File: src/rtl/bus_cycle_ctrl.sv
// 8085-style multiplexed address/data bus-cycle sequencer (T1/T2/TW/T3/TX).
// Define HOLD_BUS_EN to add the hold/hlda bus-release handshake and HOLD state.
module bus_cycle_ctrl #(
  parameter int unsigned AW       = 16,
  parameter int unsigned DW       = 8,
  parameter int unsigned FETCH_T  = 4,
  parameter int unsigned MIN_WAIT = 0,
  parameter int unsigned MAX_WAIT = 255
) (
  input  logic             phi1,
  input  logic             rst,
  input  logic             req,
  input  logic [2:0]       bus_type,
  input  logic [AW-1:0]    addr,
  input  logic [DW-1:0]    wdata,
  output logic             busy,
  output logic             done,
  output logic             err,
  output logic [DW-1:0]    rdata,
  output logic [AW-DW-1:0] haddr,
  output logic [DW-1:0]    ad_out,
  output logic             ad_oe,
  input  logic [DW-1:0]    ad_in,
  input  logic             ready,
  output logic             ALE,
  output logic             RDn,
  output logic             WRn,
  output logic             IOMn,
  output logic             S0,
  output logic             S1,
`ifdef HOLD_BUS_EN
  input  logic             hold,
  output logic             hlda,
`endif
  output logic             ctrl_oe
);

  localparam int unsigned HW      = AW - DW;
  localparam int unsigned WaitTop = (MAX_WAIT > MIN_WAIT) ? MAX_WAIT : MIN_WAIT;
  localparam int unsigned WCW     = $clog2(WaitTop + 2);
  localparam logic [2:0]  TxLoad  = 3'(FETCH_T - 4);

  localparam logic [2:0] TypeOpf  = 3'd0;
  localparam logic [2:0] TypeMrd  = 3'd1;
  localparam logic [2:0] TypeMwr  = 3'd2;
  localparam logic [2:0] TypeIord = 3'd3;
  localparam logic [2:0] TypeIowr = 3'd4;

  typedef enum logic [2:0] {
    StIdle,
    StT1,
    StT2,
    StTw,
    StT3,
`ifdef HOLD_BUS_EN
    StTx,
    StHold
`else
    StTx
`endif
  } state_e;

  state_e           state_q;
  logic [2:0]       type_q;
  logic [DW-1:0]    wdata_q;
  logic [WCW-1:0]   wait_cnt_q;
  logic [2:0]       tx_cnt_q;
  logic             min_met;
  logic             timed_out;

  // Returns {S1, S0, IOMn} for a legal request type.
  function automatic logic [2:0] status_of(input logic [2:0] t);
    case (t)
      TypeOpf:  return 3'b110;
      TypeMrd:  return 3'b100;
      TypeMwr:  return 3'b010;
      TypeIord: return 3'b101;
      TypeIowr: return 3'b011;
      default:  return 3'b000;
    endcase
  endfunction

  function automatic logic is_io(input logic [2:0] t);
    return (t == TypeIord) || (t == TypeIowr);
  endfunction

  function automatic logic is_wr(input logic [2:0] t);
    return (t == TypeMwr) || (t == TypeIowr);
  endfunction

  assign min_met   = int'(wait_cnt_q) >= int'(MIN_WAIT);
  assign timed_out = (MAX_WAIT != 0) && (int'(wait_cnt_q) == int'(MAX_WAIT));

`ifndef HOLD_BUS_EN
  assign ctrl_oe = 1'b1;
`endif

  always_ff @(posedge phi1) begin
    if (rst) begin
      state_q    <= StIdle;
      type_q     <= TypeOpf;
      wdata_q    <= '0;
      wait_cnt_q <= '0;
      tx_cnt_q   <= '0;
      ALE        <= 1'b0;
      RDn        <= 1'b1;
      WRn        <= 1'b1;
      IOMn       <= 1'b0;
      S1         <= 1'b0;
      S0         <= 1'b0;
      ad_oe      <= 1'b0;
      ad_out     <= '0;
      haddr      <= '0;
      busy       <= 1'b0;
      done       <= 1'b0;
      err        <= 1'b0;
      rdata      <= '0;
`ifdef HOLD_BUS_EN
      hlda       <= 1'b0;
      ctrl_oe    <= 1'b1;
`endif
    end else begin
      done <= 1'b0;
      err  <= 1'b0;
      unique case (state_q)
        StIdle: begin
`ifdef HOLD_BUS_EN
          if (hold) begin
            state_q <= StHold;
            busy    <= 1'b1;
            hlda    <= 1'b1;
            ctrl_oe <= 1'b0;
            ad_oe   <= 1'b0;
          end else
`endif
          if (req) begin
            if (bus_type > TypeIowr) begin
              err <= 1'b1;
            end else begin
              state_q        <= StT1;
              type_q         <= bus_type;
              wdata_q        <= wdata;
              busy           <= 1'b1;
              ALE            <= 1'b1;
              ad_oe          <= 1'b1;
              ad_out         <= addr[DW-1:0];
              haddr          <= is_io(bus_type) ? HW'(addr[DW-1:0]) : addr[AW-1:DW];
              {S1, S0, IOMn} <= status_of(bus_type);
            end
          end
        end
        StT1: begin
          state_q    <= StT2;
          ALE        <= 1'b0;
          wait_cnt_q <= '0;
          if (is_wr(type_q)) begin
            ad_out <= wdata_q;
            WRn    <= 1'b0;
          end else begin
            ad_oe <= 1'b0;
            RDn   <= 1'b0;
          end
        end
        StT2, StTw: begin
          if (ready && min_met) begin
            state_q <= StT3;
          end else if ((state_q == StTw) && timed_out && !ready) begin
            // Abort: release the bus and report, leaving rdata untouched.
            state_q <= StIdle;
            busy    <= 1'b0;
            err     <= 1'b1;
            RDn     <= 1'b1;
            WRn     <= 1'b1;
            ad_oe   <= 1'b0;
            S1      <= 1'b0;
            S0      <= 1'b0;
          end else begin
            state_q <= StTw;
            if (wait_cnt_q != {WCW{1'b1}}) wait_cnt_q <= wait_cnt_q + 1'b1;
          end
        end
        StT3: begin
          if (is_wr(type_q)) begin
            WRn   <= 1'b1;
            ad_oe <= 1'b0;
          end else begin
            RDn   <= 1'b1;
            rdata <= ad_in;
          end
          if (type_q == TypeOpf) begin
            state_q  <= StTx;
            tx_cnt_q <= TxLoad;
          end else begin
            state_q <= StIdle;
            busy    <= 1'b0;
            done    <= 1'b1;
            S1      <= 1'b0;
            S0      <= 1'b0;
          end
        end
        StTx: begin
          if (tx_cnt_q == 3'd0) begin
            state_q <= StIdle;
            busy    <= 1'b0;
            done    <= 1'b1;
            S1      <= 1'b0;
            S0      <= 1'b0;
          end else begin
            tx_cnt_q <= tx_cnt_q - 3'd1;
          end
        end
`ifdef HOLD_BUS_EN
        StHold: begin
          if (!hold) begin
            state_q <= StIdle;
            busy    <= 1'b0;
            hlda    <= 1'b0;
            ctrl_oe <= 1'b1;
          end
        end
`endif
        default: begin
          state_q <= StIdle;
          busy    <= 1'b0;
        end
      endcase
    end
  end

endmodule
File: config.mk
export PLATFORM = sky130hd
export DESIGN_NAME = bus_cycle_ctrl
export DESIGN_NICKNAME = d
export VERILOG_FILES = /design/src/rtl/bus_cycle_ctrl.sv
export SDC_FILE = /design/constraint.sdc
export NUM_CORES = 1
export LEC_CHECK = 0
export ABC_CLOCK_PERIOD_IN_PS = 3900
export BUFFER_PORTS_ARGS = -buffer_cell sky130_fd_sc_hd__buf_4
export CAP_MARGIN = 5
export CORE_ASPECT_RATIO = 0.75
export CORE_MARGIN = 4
export CORE_UTILIZATION = 56
export CTS_CLUSTER_DIAMETER = 200
export DETAILED_ROUTE_END_ITERATION = 7
export PLACE_DENSITY = 0.84
export SETUP_SLACK_MARGIN = 0.02
export SLEW_MARGIN = 20
export SYNTH_ARGS = -nofsm -noshare
export SYNTH_HDL_FRONTEND = slang
export SYNTH_SLANG_ARGS = --single-unit
export TNS_END_PERCENT = 50
File: constraint.sdc
create_clock -name phi1 -period 3.9 [get_ports phi1]
set_input_delay 0.195 -clock phi1 [delete_from_list [all_inputs] [get_ports phi1]]
set_output_delay 0.195 -clock phi1 [all_outputs]
set_load 0.005 [all_outputs]
==> run metrics, run 1 <==
total gr overflow 0; Sw Ratio 28.3%; final core occ ~76%; filler cell count 361; DRT iter0 DRCs between 200 and 250; Cells after Synth 340; placed cell area between 3000 and 4000 um2; Die Span Y 69.1 um; GPL Wtd Cong 0.947; Num CTS Buffers 9; share of layout cells above drive strength 1 23.0%; Bufs and invs on worst path 0; Power Density 435 nW/um2; GRT Total Usage 23.7%; yosys warns 0; share of power burned in combinational logic 18.0%; final antenna diode count 0; Mapped Area 2780 um2; worst r2r src wait_cnt_q[3]; asr flop ratio synth 0%; Fin. Hold Viols 0; CTS tree done; FMAX 367 MHz; Slew Limit Fails 0; vias per inst 5.61; first-pass GRT wire length 11,500 um; Clock Power Share 36.9%; worst setup path class reg2reg; post-synthesis register bit count 60; Internal approximately 1100 uW; Max Buffers Root-to-Sink 2; EDFF count, synth 0; Post-Syn Nets 387; vias in the first global route between 2,000 and 2,500; Tmin final approximately 2.7 ns; Initial Utilization 60.2%; core area 4620 um2; Slew HR 32.3%; Hold Crit Class in2reg; CP Max Fanout 4; Hold Startpoint wdata[2]; Die X just under 90 um; Layout area overhead 25.9%; Tcrit/Tclk final 69.8%; dpl hpwl 5210 um; top_reg_cell synth dfxtp_1; Clock Latency Late Sink 0.34 ns; Vias 2,609; CP top delay family simple AND/OR/NAND/NOR gates; CP arrival 3.00 ns; CTS resizes 0; setup_tns 0 ns; pin count of the biggest net entering global routing 54; CP Launch Type flip-flop; Detailed Route WL between 7000 and 8000 um; sequential-to-total area share from yosys stat 43.1%; die area 6180 um2; CTS clk-pin slew, worst paths 0.07 ns; Worst Max-Slew Pin Slew 1.02 ns; Slowest cell on crit path or4b_4; I/O pin cnt 74; initial antenna violation count 0; number of core rows 21; leak pwr 0.00146 uW; H-tree levels 3; CP required 4.17 ns; DRT Pass-1 Iters 4; synthesized area per cell 8.19 um2; CP peak stage delay 0.56 ns; P_sw 431 uW; peak supply drop approximately 0.00045 V; Layout Skew approximately 0.0055 ns; Final Setup Violations 0; cell chain of the critical path and3_1 > nand3_1 > nor2_1 > ha_1 > nand4b_4 > o21a_1 > or4b_4 > or4_1 > a21oi_1; setup bufs post-CTS 0; outcome complete, no violations; Setup crit end kind flip-flop; sequential share of power 45.1%; worst setup path start wait_cnt_q[3]; number of library cell types mapped by synthesis 45; post-route cell area 3510 um2; RSZ-0062 raised after global routing no; Root Driver clkbuf_8; max_cap viols 0; wire per inst ~15 um; Remaining DRCs 0; fin nets 450; Post-CTS Hold Buffers 0; Clock Sinks 60; Routed Antenna Nets 0; port bufs 72
cells in the final DEF (no fill, tap or decap), types with 3 or more instances in the layout:
cell type / instances
buf_4: 73
dfxtp_1: 60
nand2_1: 58
nor2_1: 41
a21oi_1: 34
nand3_1: 11
a211oi_1: 11
o21ai_0: 10
clkbuf_8: 10
mux2i_1: 9
inv_1: 8
a311oi_1: 8
ha_1: 8
nor3_1: 7
xnor2_1: 7
nand2b_1: 4
and3_1: 3
nor2b_1: 3
nand3b_1: 3
nor4_1: 3
nor4b_1: 3
worst paths after layout:
check / cells past startpoint / to / slack [ns]
max: 9 / S1 / 1.18
min: 3 / wdata_q[2] / 0.1
max reg2reg: 9 / S1 / 1.18
min reg2reg: 2 / wdata_q[0] / 0.46
power by group through the flow:
| stage | clock (uW) | sequential [uW] | combinational, uW |
|---|---|---|---|
| after floorplan | 0 | 693 | 164 |
| after CTS | 566 | 686 | 275 |
| after global routing | 598 | 692 | 305 |
| after detailed placement | 0 | 700 | 273 |
| after global placement | 0 | 698 | 270 |
| final | 563 | 687 | 274 |
stage by stage:
stage | hold WS, ns | cells | setup WS (ns) | total power [uW]
detailed placement | 0.447 | 449 | 1.20 | 973
floorplan | 0.331 | 340 | 1.42 | 857
CTS | 0.0890 | 465 | 1.17 | 1530
finish | 0.0972 | 465 | 1.18 | 1520
global placement | 0.443 | 449 | 1.28 | 968
global route | 0.0948 | 465 | 0.954 | 1600
final cells by class:
class	instances	area [um2]	share of cell area, %
Clock buffer	10	138	3.93
Clock inverter	6	63.8	1.82
Inverter	8	30.0	0.857
Multi-Input combinational cell	251	1450	41.5
Sequential cell	60	1200	34.3
Tap cell	57	71.3	2.03
Timing Repair Buffer	73	548	15.6
synthesized netlist by cell type, types with 4 or more instances:
cell | number | area, um2
dfxtp_1 | 60 | 1200
nand2_1 | 58 | 218
nor2_1 | 41 | 154
a21oi_1 | 34 | 170
clkbuf_1 | 17 | 63.8
a211oi_1 | 11 | 82.6
nand3_1 | 11 | 55.1
o21ai_0 | 10 | 50.1
mux2i_1 | 9 | 90.1
a311oi_1 | 8 | 70.1
ha_1 | 8 | 100
inv_1 | 8 | 30.0
nor3_1 | 7 | 35.0
xnor2_1 | 7 | 61.3
nand2b_1 | 4 | 25.0
routing by layer:
| metal | vias up | GRT usage [%] | part of all wire, % | routed length (um) |
|---|---|---|---|---|
| li1 | 1319 | - | - | - |
| met1 | 1195 | 34.1 | 47 | 3280 |
| met2 | 82 | 33.9 | 45 | 3190 |
| met3 | 13 | 6.90 | 6.2 | 436 |
| met4 | 0 | 7.11 | 1.7 | 122 |
| met5 | - | 0 | 0 | 0 |
worst min-delay path: cells and delay by family:
| kind | cells | cell delay, ns |
|---|---|---|
| simple gates | 1 | 0.04 |
| compound gates | 1 | 0.05 |
| buf+inv | 1 | 0.11 |
kinds of logic (layout without fill, tap and decap cells):
| kind of cell | after synthesis | count (layout) | synth area share [%] |
|---|---|---|---|
| xor gates and xnor gates | 7 | 7 | 2.20 |
| DFF | 60 | 60 | 43.1 |
| buffers and inverters | 29 | 97 | 4.63 |
| AOI/OAI and AO/OA | 79 | 79 | 17.8 |
| and+or+nand+nor | 147 | 147 | 25.2 |
| adders and majority gates | 8 | 8 | 3.60 |
| other | 1 | 1 | 0.135 |
| muxes | 9 | 9 | 3.24 |
state kept, by name, summed over array words and instances, names as in the netlist, 3 cells and up:
name        count
wait_cnt_q      9
ad_out          8
haddr           8
rdata           8
wdata_q         8
state_q         3
tx_cnt_q        3
type_q          3
(Power assumes the default switching activity.)
==> run 2, diff against run 1 <==
--- a/config.mk
+++ b/config.mk
@@ -5,15 +5,15 @@
 export SDC_FILE = /design/constraint.sdc
 export NUM_CORES = 1
 export LEC_CHECK = 0
-export ABC_CLOCK_PERIOD_IN_PS = 3900
+export ABC_CLOCK_PERIOD_IN_PS = 2580
 export BUFFER_PORTS_ARGS = -buffer_cell sky130_fd_sc_hd__buf_4
 export CAP_MARGIN = 5
 export CORE_ASPECT_RATIO = 0.75
 export CORE_MARGIN = 4
-export CORE_UTILIZATION = 56
+export CORE_UTILIZATION = 52
 export CTS_CLUSTER_DIAMETER = 200
 export DETAILED_ROUTE_END_ITERATION = 7
-export PLACE_DENSITY = 0.84
+export PLACE_DENSITY = 0.79
 export SETUP_SLACK_MARGIN = 0.02
 export SLEW_MARGIN = 20
 export SYNTH_ARGS = -nofsm -noshare
==> constraint.sdc (replaced) <==
create_clock -name phi1 -period 2.58 [get_ports phi1]
set_input_delay 0.129 -clock phi1 [delete_from_list [all_inputs] [get_ports phi1]]
set_output_delay 0.129 -clock phi1 [all_outputs]
set_load 0.005 [all_outputs]
==> run 2 against run 1 <==
Against the previous run:
- register-to-register slack worse by 1.0 ns
- total power grew 55%
- die area up 6.9%
==> run metrics, run 2 (synthesis gave the netlist of run 1 again) <==
outcome complete, no violations; Reg-to-Reg End S1; peak supply drop 0.000387 V; wire per inst 14.6 um; Layout Skew 0.0123 ns; Power Density roughly 640 nW/um2; worst setup path class reg2reg; Tmin final 2.45 ns; leak pwr 0.00157 uW; sequential share of power a little over two fifths; first-pass GRT wire length 11,700 um; Routed Antenna Nets 0; Clock Power Share 37.1%; pin count of the biggest net entering global routing 54; Root Driver clkbuf_8; Hold Crit Class in2reg; setup_tns 0 ns; worst setup path start wait_cnt_q[4]; Slew HR 62.2%; R2R depth 9; I/O pin cnt 74; fin nets 470; Initial Utilization 55.3%; Layout area overhead 33.2%; die area 6600 um2; share of layout cells above drive strength 1 about 29%; GRT Total Usage between 20% and 30%; CP Launch Type flip-flop; worst r2r src wait_cnt_q[4]; P_sw 675 uW; crit path to S1; Clock Latency Late Sink 0.35 ns; register area 1210 um2; CP arrival 2.74 ns; FMAX between 400 and 500 MHz; Sw Ratio between 20% and 30%; Max Buffers Root-to-Sink 2; final antenna diode count 0; CP required 2.86 ns; Num CTS Buffers 9; Slew Limit Fails 0; commonest non-fill, non-tap cell in the layout buf_4; final core occ 73.6%; share of power burned in combinational logic a little under a fifth; filler cell count between 400 and 500; vias in the first global route 2,449; post-route cell area 3710 um2; port bufs 72; multi-input combinational cell area 1480 um2; Post-CTS Hold Buffers 0; Tcrit/Tclk final a little over nine tenths; core area 5040 um2; GPL Wtd Cong 0.872; worst hold slack 0.0183 ns; Die Span Y 71.4 um; Final Setup Violations 0; placed cell area 3440 um2; CTS clk-pin slew, worst paths roughly 0.07 ns; CP Max Fanout 3; Internal 1690 uW; Clock Sinks 60; Register-to-Register Setup Slack 0.13 ns; Largest Register wait_cnt_q; Setup crit end kind flip-flop; max_cap viols 0; DRT Pass-1 Iters 4; vias per inst 5.27; dpl hpwl 5100 um; Worst Max-Slew Pin Slew 0.567 ns; H-tree levels 3; DRT iter0 DRCs 243; Die X slightly above 90 um; Final Power 2360 uW; number of core rows 22; max reg flops 9; Remaining DRCs 0; commonest non-fill, non-tap cells in the layout 93 x buf_4, 58 x nand2_1, 56 x dfxtp_1; RSZ-0062 raised after global routing no; Vias 2,633; Detailed Route WL 7300 um; Fin. Hold Viols 0; total gr overflow 0; initial antenna violation count 0; CTS tree done
[run 2: cell types whose count changed in the layout (fill, tap and decap cells not counted), sizes merged]
cell / before / now
inv: 8 / 10
buf: 73 / 93
clkinvlp: 2 / 0
[run 2: layout make-up]
class | count | area share, %
Timing Repair Buffer | 93 | 18.8
Inverter | 8 | 0.810
Clock buffer | 10 | 3.71
Tap cell | 72 | 2.43
Sequential cell | 60 | 32.5
Clock inverter | 6 | 1.89
Multi-Input combinational cell | 251 | 39.8
[run 2: per-layer routing]
layer,vias up,wire length (um),global-route usage [%]
li1,1359,-,-
met1,1190,3370,30.5
met2,74,3360,33.3
met3,10,456,7.45
met4,0,115,8.57
met5,-,0,0
[run 2: what timing repair did]
action	CTS	global route
buffers inserted	0	4
endpoints found under the setup margin	1	1
gates resized for setup	4	6
cloned	0	0
pin swaps	2	6
[run 2: critical path: stages (launching register included)]
cell and delay [ns]:
dfxtp_2 0.34, and3_4 0.19, nand3_2 0.09, nor2_2 0.13, ha_2 0.22, nand4b_4 0.10, o21a_1 0.23, or4b_4 0.52
or4_4 0.43, a21oi_2 0.13
[run 2: worst min path at each step]
stage	startpoint	end	slack, ns	depth (start not counted)
3_3_place_gp	wdata[5]	wdata_q[5]	0.38	3
4_1_cts	wdata[6]	wdata_q[6]	0.004	3
2_1_floorplan	wdata[0]	wdata_q[0]	0.26	2
5_1_grt	wdata[1]	wdata_q[1]	0.008	3
3_5_place_dp	wdata[6]	wdata_q[6]	0.38	3
6_report	wdata[6]	wdata_q[6]	0.02	3
[run 2: metrics by stage]
stage / setup slack (ns) / instances
after floorplan: 0.0973 / 340
after CTS: 0.0385 / 496
after global routing: 0.0209 / 500
final: 0.129 / 500
after detailed placement: 0.00298 / 480
after global placement: 0.0463 / 480
[run 2: power by group through the flow]
stage               logic (uW)  clock network [uW]  registers [uW]
floorplan                  248                   0            1050
global placement           428                   0            1060
detailed placement         434                   0            1060
CTS                        437                 890            1040
global route               492                 946            1050
finish                     446                 875            1040
==> run 3, diff against run 2 <==
--- a/config.mk
+++ b/config.mk
@@ -5,15 +5,16 @@
 export SDC_FILE = /design/constraint.sdc
 export NUM_CORES = 1
 export LEC_CHECK = 0
+export ABC_AREA = 1
 export ABC_CLOCK_PERIOD_IN_PS = 2580
 export BUFFER_PORTS_ARGS = -buffer_cell sky130_fd_sc_hd__buf_4
 export CAP_MARGIN = 5
 export CORE_ASPECT_RATIO = 0.75
 export CORE_MARGIN = 4
-export CORE_UTILIZATION = 52
+export CORE_UTILIZATION = 53
 export CTS_CLUSTER_DIAMETER = 200
 export DETAILED_ROUTE_END_ITERATION = 7
-export PLACE_DENSITY = 0.79
+export PLACE_DENSITY = 0.8
 export SETUP_SLACK_MARGIN = 0.02
 export SLEW_MARGIN = 20
 export SYNTH_ARGS = -nofsm -noshare
==> run 3 against run 2 <==
Against the previous run:
- via count grew 10%
- synthesized cell count grew 24%
- clock power shrank 0.7%
- sequential share of layout area shrank 0.29 points
- register-to-register slack gained 0.26 ns
- combinational power grew 9.2%
- clock skew grew 0.00061 ns
- final cell count grew 15%
==> run metrics, run 3 <==
Mapped Area about 2900 um2; leak pwr 0.00174 uW; dpl hpwl roughly 5500 um; Max Buffers Root-to-Sink 2; post-synthesis register bit count 60; Clock Sinks 60; Cells after Synth 420; peak supply drop 0.000425 V; hold path cells 3; asr flop ratio synth 0%; top cell type's share of synthesized area roughly two fifths; CTS tree done; Final Setup Violations 0; GRT Max-Usage Layer met2; Die Span Y around 72 um; pin count of the biggest net entering global routing 48; FMAX between 400 and 500 MHz; met3 Use GR 6.53%; I/O pin cnt 74; CP top delay family simple AND/OR/NAND/NOR gates; synth cell count leaders 77 x nand2_1, 76 x nor2_1, 60 x dfxtp_1, 55 x o21ai_0, 41 x inv_1; Slowest cell on crit path dfxtp_1; max reg flops 9; CP most frequent cell nand2_1; cell taking the most area after synthesis dfxtp_1; Post-Syn Nets 467; CP Launch Type flip-flop; Clock Latency Late Sink 0.35 ns; core area ~5300 um2; CP peak stage delay about 0.37 ns; die area 6770 um2; wire per inst 12.9 um; Tcrit/Tclk final 84.9%; outcome complete, no violations; RSZ-0062 raised after global routing no; Layout Skew 0.0129 ns; Remaining DRCs 0; Num CTS Buffers 9; top-count cell post-synth nand2_1; GRT Total Usage a little under a quarter; Routed Antenna Nets 0; Vias 2,897; Power Density roughly 650 nW/um2; synthesized area per cell 6.94 um2; Hold Crit Class in2reg; R2R depth 15; placed cell area 3500 um2; Layout area overhead 27.8%; DRT Pass-1 Iters 4; initial antenna violation count 0; post-route cell area 3730 um2; vias per inst 5.06; GPL Wtd Cong 0.904; total gr overflow 0; fin nets 540; Post-Place Cells about 560; Fin. Hold Viols 0; Initial Utilization 54.8%; share of layout cells above drive strength 1 23.1%; GR Layer Usage met2 around 37%; vias in the first global route 2,815; CP Max Fanout 4; CP required 2.81 ns; number of core rows 23; worst setup path class reg2reg; Worst Max-Slew Pin Slew roughly 0.62 ns; final antenna diode count 0; cell chain of the critical path ha_1 > nand2_1 > nor3_2 > nand2_1 > nor2_1 > ha_1 > inv_1 > nor2_1 > nand2_1 > nand2_1 > nand2_1 > nor2_2 > nand3_1 > nand2_1 > nor2_1; Area contributors post-synth dfxtp_1 41%, nand2_1 9.9%, nor2_1 9.8%; Slew HR approximately three fifths; commonest non-fill, non-tap cells in the layout 76 x nand2_1, 75 x nor2_1, 74 x buf_4; Tmin final 2.19 ns; Root Driver clkbuf_8; Bufs and invs on worst path 1; H-tree levels 3; met1 Usage GRT 30.3%; number of library cell types mapped by synthesis 30; setup_tns 0 ns; port bufs 72; Setup crit end kind flip-flop; worst hold slack 0.0169 ns; CP arrival 2.42 ns; sequential-to-total area share from yosys stat 41.2%; Critical Path Stages 15; Largest Register wait_cnt_q; first-pass GRT wire length 12,400 um; fin cells 573; CTS clk-pin slew, worst paths 0.07 ns; filler cell count 461; commonest non-fill, non-tap cell in the layout nand2_1; EDFF count, synth 0; Die X 93.7 um; top_reg_cell synth dfxtp_1; Detailed Route WL roughly 7400 um; max_cap viols 0; Slew Limit Fails 0; DRT iter0 DRCs 172; yosys warns 0
[run 3: changes by cell type after synthesis, sizes merged, moves of 14 or more]
cell	change
nand2	+26
nand3	+14
o21ai	+44
a21oi	-14
inv	+40
nor2	+40
[run 3: metrics by stage]
stage	setup slack, ns	total power [uW]	utilization (%)
2_1_floorplan	0.550	1350	-
3_3_place_gp	0.376	1540	65.7
3_5_place_dp	0.279	1550	65.7
4_1_cts	0.260	2420	69.8
5_1_grt	0.0278	2530	70.0
6_report	0.391	2410	70.0
[run 3: cell families (layout without fill, tap and decap cells)]
kind of cell / count (synthesis) / after routing / synth area share (%)
and+or+nand+nor: 202 / 202 / 30.2
AOI/OAI and AO/OA: 86 / 86 / 15.7
buffers and inverters: 62 / 140 / 8.97
DFF: 60 / 60 / 41.2
adders and majority gates: 8 / 8 / 3.43
other: 1 / 1 / 0.129
xor gates and xnor gates: 1 / 1 / 0.300
[run 3: worst paths after layout]
kind / startpoint / end / slack, ns
hold reg to reg: wdata_q[1] / wdata_q[1] / 0.45
setup / recovery: wait_cnt_q[0] / ad_oe / 0.39
setup reg to reg: wait_cnt_q[0] / ad_oe / 0.39
hold / removal: wdata[3] / wdata_q[3] / 0.02
[run 3: layer usage]
layer  wire length [um]  vias up
li1                   -     1505
met1               3430     1289
met2               3250       94
met3                581        9
met4                103        0
met5                  0        -
[run 3: timing repair]
| item | CTS | global route |
|---|---|---|
| endpoints found under the setup margin | 0 | 14 |
| hold buffers | 1 | 0 |
| resized for setup | 0 | 3 |
| hold endpoints to repair | 1 | 0 |
| buffers inserted | 0 | 0 |
[run 3: power by group]
group / internal [uW] / switching [uW] / leakage [uW] / total (uW)
registers: 1010 / 45.6 / 0.000491 / 1050
logic: 208 / 279 / 0.00115 / 487
clock network: 480 / 389 / 0.000103 / 869
[run 3: final cells by class]
class | count | area, um2 | area share, %
Clock buffer | 10 | 138 | 3.69
Clock inverter | 6 | 72.6 | 1.95
Inverter | 49 | 191 | 5.14
Multi-Input combinational cell | 298 | 1460 | 39.3
Sequential cell | 60 | 1200 | 32.2
Tap cell | 75 | 93.8 | 2.52
Timing Repair Buffer | 75 | 566 | 15.2
[run 3: worst register-to-register path, cell delays in order (launching register included)]
cell	delay, ns
dfxtp_1	0.37
ha_1	0.20
nand2_1	0.09
nor3_2	0.17
nand2_1	0.08
nor2_1	0.14
ha_1	0.17
inv_1	0.04
nor2_1	0.16
nand2_1	0.07
nand2_1	0.10
nand2_1	0.08
nor2_2	0.15
nand3_1	0.11
nand2_1	0.09
nor2_1	0.05
